`src/rtl/f_sweep_ctrl.sv`:
```
// Sweeps a 3-input function block through vectors 000..111, holds each for SETTLE
// cycles, captures the block's output and compares it against an expected truth table.
//
// state     | meaning
// ST_IDLE   | waiting for start; results and last vector held
// ST_SETTLE | vector idx driven, settle down-counter running
// ST_SAMPLE | one cycle; s_in captured and compared at the leaving edge
// ST_FINISH | one-cycle done pulse, results valid
module f_sweep_ctrl #(
  parameter int unsigned SETTLE = 1
) (
  input  logic       i_clk,
  input  logic       i_reset,
  input  logic       i_start,
  input  logic [7:0] i_expected,
  input  logic       i_s_in,
  output logic       o_a_out,
  output logic       o_b_out,
  output logic       o_c_out,
  output logic       o_busy,
  output logic       o_done,
  output logic       o_pass,
  output logic [7:0] o_captured,
  output logic [3:0] o_mismatch_count,
  output logic [2:0] o_first_fail_idx
);

  localparam logic [3:0] SETTLE_W = 4'(SETTLE);

  typedef enum logic [1:0] {
    ST_IDLE,
    ST_SETTLE,
    ST_SAMPLE,
    ST_FINISH
  } state_t;

  state_t     r_state;
  state_t     w_next;
  logic [2:0] r_idx;
  logic [3:0] r_cnt;
  logic [7:0] r_exp;
  logic [7:0] r_captured;
  logic [3:0] r_mm;
  logic [2:0] r_ffi;
  logic       r_pass;
  logic       w_miss;

  assign w_miss = (i_s_in != r_exp[r_idx]);

  always_ff @(posedge i_clk or posedge i_reset) begin
    if (i_reset) r_state <= ST_IDLE;
    else         r_state <= w_next;
  end

  always_comb begin
    w_next = r_state;
    o_busy = 1'b0;
    o_done = 1'b0;
    case (r_state)
      ST_IDLE:   if (i_start) w_next = ST_SETTLE;
      ST_SETTLE: begin
        o_busy = 1'b1;
        if (r_cnt == 4'd1) w_next = ST_SAMPLE;
      end
      ST_SAMPLE: begin
        o_busy = 1'b1;
        w_next = (r_idx == 3'd7) ? ST_FINISH : ST_SETTLE;
      end
      ST_FINISH: begin
        o_done = 1'b1;
        w_next = ST_IDLE;
      end
      default:   w_next = ST_IDLE;
    endcase
  end

  // idx is not advanced past 7 so a/b/c keep showing the last vector after a sweep
  always_ff @(posedge i_clk or posedge i_reset) begin
    if (i_reset) begin
      r_idx      <= '0;
      r_cnt      <= '0;
      r_exp      <= '0;
      r_captured <= '0;
      r_mm       <= '0;
      r_ffi      <= '0;
      r_pass     <= 1'b0;
    end else begin
      case (r_state)
        ST_IDLE: begin
          if (i_start) begin
            r_idx      <= '0;
            r_cnt      <= SETTLE_W;
            r_exp      <= i_expected;
            r_captured <= '0;
            r_mm       <= '0;
            r_ffi      <= '0;
            r_pass     <= 1'b0;
          end
        end
        ST_SETTLE: r_cnt <= r_cnt - 4'd1;
        ST_SAMPLE: begin
          r_captured[r_idx] <= i_s_in;
          if (w_miss) begin
            r_mm <= r_mm + 4'd1;
            if (r_mm == 4'd0) r_ffi <= r_idx;
          end
          if (r_idx == 3'd7) begin
            r_pass <= (r_mm == 4'd0) && !w_miss;
          end else begin
            r_idx <= r_idx + 3'd1;
            r_cnt <= SETTLE_W;
          end
        end
        default: ;
      endcase
    end
  end

  assign {o_a_out, o_b_out, o_c_out} = r_idx;
  assign o_pass           = r_pass;
  assign o_captured       = r_captured;
  assign o_mismatch_count = r_mm;
  assign o_first_fail_idx = r_ffi;

endmodule
```
`config.mk`:
```
export PLATFORM = sky130hd
export DESIGN_NAME = f_sweep_ctrl
export DESIGN_NICKNAME = d
export VERILOG_FILES = /design/src/rtl/f_sweep_ctrl.sv
export SDC_FILE = /design/constraint.sdc
export NUM_CORES = 1
export LEC_CHECK = 0
export BUFFER_PORTS_ARGS = -buffer_cell sky130_fd_sc_hd__clkbuf_2
export CORE_MARGIN = 8
export CORE_UTILIZATION = 55
export CTS_CLUSTER_DIAMETER = 200
export DETAILED_ROUTE_END_ITERATION = 10
export PLACE_DENSITY_LB_ADDON = 0.08
export SYNTH_ARGS = -nofsm -noshare
export SYNTH_HDL_FRONTEND = slang
export SYNTH_SLANG_ARGS = --single-unit
```
`constraint.sdc`:
```
create_clock -name i_clk -period 4.9 [get_ports i_clk]
set_clock_uncertainty 0.15 [all_clocks]
set_input_delay 0.245 -clock i_clk [delete_from_list [all_inputs] [get_ports i_clk]]
set_output_delay 0.245 -clock i_clk [all_outputs]
set_load 0.01 [all_outputs]
```
Yosys cells after proc, flatten, opt, wreduce, memory -nomap -nowiden
Index checks and enable logic that the tools add are counted.
Word-level totals
  flip-flop bits (word level): 33
  input bits: 12
  output and inout port bits: 21
  logic and storage cells: 69
Operators by class
  add/subtract/negate cells: 3
  magnitude comparators: 2
  eq/ne operators: 12
  multiplexer cells: 28
  reductions and logical operators: 16
Operators by type and width (count)
  $mux 4: 4
  $pmux 8 s2: 1
  $mux 3: 4
  $ne 2x2->1 const B: 6
  $pmux 3 s2: 2
  $pmux 4 s3: 1
  $reduce_and 3->1: 4
  $bwmux 8: 1
  $mux 8: 1
  $pmux 2 s4: 1
  $pmux 4 s2: 1
  $mux 1: 6
  $mux 2: 3
  $reduce_and 2->1: 3
  $add 4x1->4 const B: 1
  $eq 2x2->1 const B: 2
  $eq 4x1->1 const B: 1
  $logic_not 4->1: 1
  $lt 3x4->1 const B: 1
  $reduce_and 4->1: 1
  $sub 4x1->4 const B: 1
  $add 3x1->3 const B: 1
  $bmux 1 s3: 1
  $demux 1 s3: 1
  11 further kinds: 12

Longest topological paths before layout
  depth after elaboration: 7
  mapped depth: 9
  gate-level depth less buffers: 8

Worst setup path after synthesis
No wires, ideal clock.
  kind: register to register
  start: reg r_state[0]
  end: reg r_ffi[2], in the netlist o_first_fail_idx[2]
  library setup time: 0.124 ns
  arrival: 1.779 ns
  data required time: 4.626 ns
  path slack: 2.847 ns
  cell stages (with the launch flop): 9
  buffers on the path: 1
  clock period less this slack: 2.053 ns
  path through: dfrtp_1 -> inv_1 -> ha_1 -> nand2b_1 -> clkbuf_1 -> o21ai_1 -> nor2b_1 -> and4_4 -> a211o_1
Between the ends
  cells in the longest elaborated chain, start to end: 3
  elaborated cells on any way between the ends: 8
  those cells by class: eq/ne: 4; mux: 1; reduce/logical: 3
Ends and longest elaborated chain
  start, declared: RTL line 37  | state_t r_state;
  start signal, assigned: RTL line 52  | else r_state <= w_next;
  $eq 2x2->1 / $logic_not 2->1 (equally long branches): RTL line 88  | case (r_state)
  $ne 2x2->1 (no source line) / $reduce_bool 2->1 (equally long branches)
  $reduce_and 4->1 (no source line)
  end signal, assigned: RTL line 105  | if (r_mm == 4'd0) r_ffi <= r_idx;
  end, declared: RTL line 44  | logic [2:0] r_ffi;
Several ways; a longest one is shown, not always the timed one.
A chain may end at the register's enable or synchronous reset.

Final worst setup path
  start: reg r_idx[0]
  end: reg r_mm[2], in the netlist o_mismatch_count[2]
Between the ends
  cells in the longest elaborated chain, start to end: 5
Ends and longest elaborated chain
  start, declared: RTL line 39  | logic [2:0] r_idx;
  start signal, assigned: RTL line 110  | r_idx <= r_idx + 3'd1;
  $bmux 1 s3: RTL line 48  | assign w_miss = (i_s_in != r_exp[r_idx]);
  $mux 1 (implied by the code): RTL line 48
  $ne 1x1->1: RTL line 48
  $ne 2x2->1 (no source line)
  $reduce_and 3->1 (no source line)
  end signal, assigned: RTL line 104  | r_mm <= r_mm + 4'd1;
  end, declared: RTL line 43  | logic [3:0] r_mm;
No other way between the ends. The select of a mux whose other input is x is not followed.

==> summary.md <==
| Metric | Value |
|---|---|
| Critical path endpoint category | `flop` |
| Clock latency on the worst-skew pair | `about 0.33 ns` |
| Port Buf Inserts | `32` |
| Final instance area | `around 2100 µm²` |
| Power Density | `553 nW/µm²` |
| Ys flop type | `dfrtp_1` |
| Post-Synthesis Cells | `191` |
| Synth area leader | `dfrtp_1` |
| Die area | `about 5400 µm²` |
| YS warnings | `0` |
| Final nets | `254` |
| Final Cycle Share | `between 50% and 60%` |
| Final WS setup | `2.10 ns` |
| WL per Instance | `around 15 µm` |
| Post-DRT Antenna Nets | `0` |
| Syn avg cell area | `between 9 and 10 µm²` |
| Area post-placement | `around 2000 µm²` |
| Final hold vios | `0` |
| Ant diodes | `0` |
| Hpwl dp | `2850 µm` |
| RSZ-0062 raised after global routing | `false` |
| Max IR drop VDD | `0.277 mV` |
| Post-Syn Area | `approximately 1800 µm²` |
| TritonCTS Sinks | `33` |
| Clk pin slew, worst setup/hold paths | `approximately 0.090 ns` |
| Count leader, synth | `dfrtp_1` |
| Area growth syn-to-layout | `17.1%` |
| Root buf cell | `clkbuf_4` |
| DRC | `0` |
| Largest net degree at the start of global routing | `34` |
| Post_cts resized | `0` |
| Layout cell share with drive strength beyond 1 | `between 20 and 25%` |
| Slowest CP cell | `xnor2_1` |
| Pre-CTS setup slack | `2.17 ns` |
| # IOs | `33` |
| HP Start | `i_s_in` |
| Post-synth net total | `between 200 and 250` |
| Highest Clock Rate | `357 MHz` |
| Slowest cell delay on critical path | `about 0.86 ns` |
| Post-synthesis cell type count | `36` |
| Synth top area share | `45.2%` |
| Filler cell count | `just under 300` |
| Origin of the worst setup path | `r_idx[0]` |
| Initial Util | `about 56%` |
| Hold/Removal Path Class | `primary input to flop` |
| Leakage | `a little over 1 nW` |
| Seq cells post-synth | `33` |
| Asr flop ratio synth | `100%` |
| Die span in y | `between 70 and 80 µm` |
| Crit-path max FO | `20` |
| Status | `finished, final reports clean` |
| Vias in the first global route | `~1500` |
| Synth cell count leaders | `dfrtp_1 (33), nand2_1 (17), o21ai_1 (14)` |
| Vias per cell | `~5.6` |
| Number of cell rows | `21` |
| Final RePlAce weighted congestion | `0.827` |
| Total GRT Usage | `between 10% and 20%` |
| Core ar. | `between 3000 and 4000 µm²` |
| Final setup viols | `0` |
| Detailed Routing Iterations Pass 1 | `5` |
| Post-synthesis sequential area ratio | `a little under half` |
| WS Path Type | `flop to flop` |
| Startpoint Class | `flop` |
| Vias | `about 1500` |
| Max clock buf depth | `2` |
| Setup TNS | `0 ns` |
| Routed Wire Length | `just over 4000 µm` |
| Relative slew slack | `approximately a quarter` |
| TritonCTS buffer count | `5` |
| Initial drt markers | `110` |
| Worst R2R Start | `r_idx[0]` |
| Chip width | `approximately 74 µm` |
| Max_cap viols | `0` |
| TritonCTS clock tree | `built` |
| Cell Chain, Critical Path | `mux2i_1, o22ai_1, a211oi_2, xnor2_1, a21oi_1, a211o_1` |
| Number of enable flip-flop cells after synthesis | `0` |
| Worst path required time | `4.97 ns` |
| Slew @ Worst Pin | `1.10 ns` |
| Hold Buf Count CTS | `8` |
| Post-CTS Setup Bufs | `0` |
| First-pass GRT wire length | `approximately 6800 µm` |
| Min Tclk post-route | `2.80 ns` |
| Clock H-tree levels | `2` |
| Pins Over Slew Limit | `0` |
| CP Data Arrival Time | `2.87 ns` |
| Main area contributors after synthesis | `dfrtp_1 (45%), ha_1 (7.5%), mux2_2 (4.9%), o21ai_1 (3.8%), nand2_1 (3.5%)` |
| Grt ovf | `0` |
| Initial antenna violation count | `0` |
## path summary, 6_finish.rpt
path                            slack [ns]                  end  cells past startpoint
worst max-delay path                  2.10  o_mismatch_count[2]                      6
worst min-delay path                  0.17        o_captured[0]                      3
worst max register to register        2.10  o_mismatch_count[2]                      6
worst min register to register        0.33             r_cnt[3]                      1
max in group asynchronous             3.92  o_mismatch_count[2]                      4
min in group asynchronous             0.39  o_mismatch_count[1]                      4
## sequential cells by signal, summed over array words and instances (netlist names)
| name | cells |
|---|---|
| o_captured | 8 |
| r_exp | 8 |
| o_mismatch_count | 4 |
| r_cnt | 4 |
| o_first_fail_idx | 3 |
| r_idx | 3 |
| r_state | 2 |
| o_pass | 1 |
## final cells by class
cell class	count	area, µm²	share of cell area [%]
repair buffers	43	265	12.4
multi-input cells	137	906	42.4
clock inverters	1	5.00	0.234
flip-flops and latches	33	826	38.6
well taps	46	57.6	2.69
clock buffers	5	37.5	1.76
inverters	11	41.3	1.93
## report_power, final
group          switching [mW]  total (mW)  leakage, nW  internal (mW)
Clock                  0.0825       0.132       0.0269         0.0496
Combinational           0.351       0.590        0.573          0.239
Sequential              0.102       0.461        0.430          0.359
## layout by cell type, fill, tap and decap left out
master,instances
dfrtp_1,33
clkbuf_2,32
nand2_1,17
o21ai_1,14
nor2_1,13
ha_1,11
a21oi_1,10
inv_1,10
o21ai_0,9
dlygate4sd3_1,9
mux2_2,8
nand3_1,7
nor3_1,7
clkbuf_4,5
nand3b_1,4
nand4_1,4
nand2b_1,3
mux2i_1,3
o22ai_1,3
a22o_1,2
nor2b_1,2
a31oi_1,2
a21o_1,2
and3_1,2
a211o_1,2
o31ai_1,2
buf_4,2
inv_2,1
o21a_1,1
mux2_4,1
a211oi_2,1
xnor2_1,1
nor3b_1,1
or4_1,1
a221o_1,1
o311ai_2,1
nand4b_1,1
and4_4,1
clkinv_2,1
## worst max-delay path, delay by kind of cell (launching register included)
kind | cells | cell delay (ns)
compound gates | 4 | 0.74
flops | 1 | 0.78
mux | 1 | 0.18
xor+xnor | 1 | 0.86
## per-stage QoR
stage               total power, mW  hold WS, ns  cells  util, %
CTS                            1.19     0.000369    275     65.3
global route                   1.30        0.161    276     65.6
floorplan                     0.908        0.224    191        -
global placement               1.03        0.178    261     61.6
finish                         1.18        0.175    276     65.6
detailed placement             1.05        0.189    261     61.6
## logic make-up after synthesis
logic type / synth area share [%]
xor gates and xnor gates: 0.480
muxes: 7.40
DFF: 45.2
AOI/OAI and AO/OA: 16.9
and+or+nand+nor: 17.3
adders and majority gates: 7.54
buffers and inverters: 5.14
## metal layers
layer	routed length (µm)	global-route usage [%]	vias to the layer above
met5	0	0	-
met4	59	5.76	0
met3	290	6.55	8
met2	1990	26.3	47
met1	1690	19.7	729
li1	-	-	757
Power figures use the tool's default switching activity.
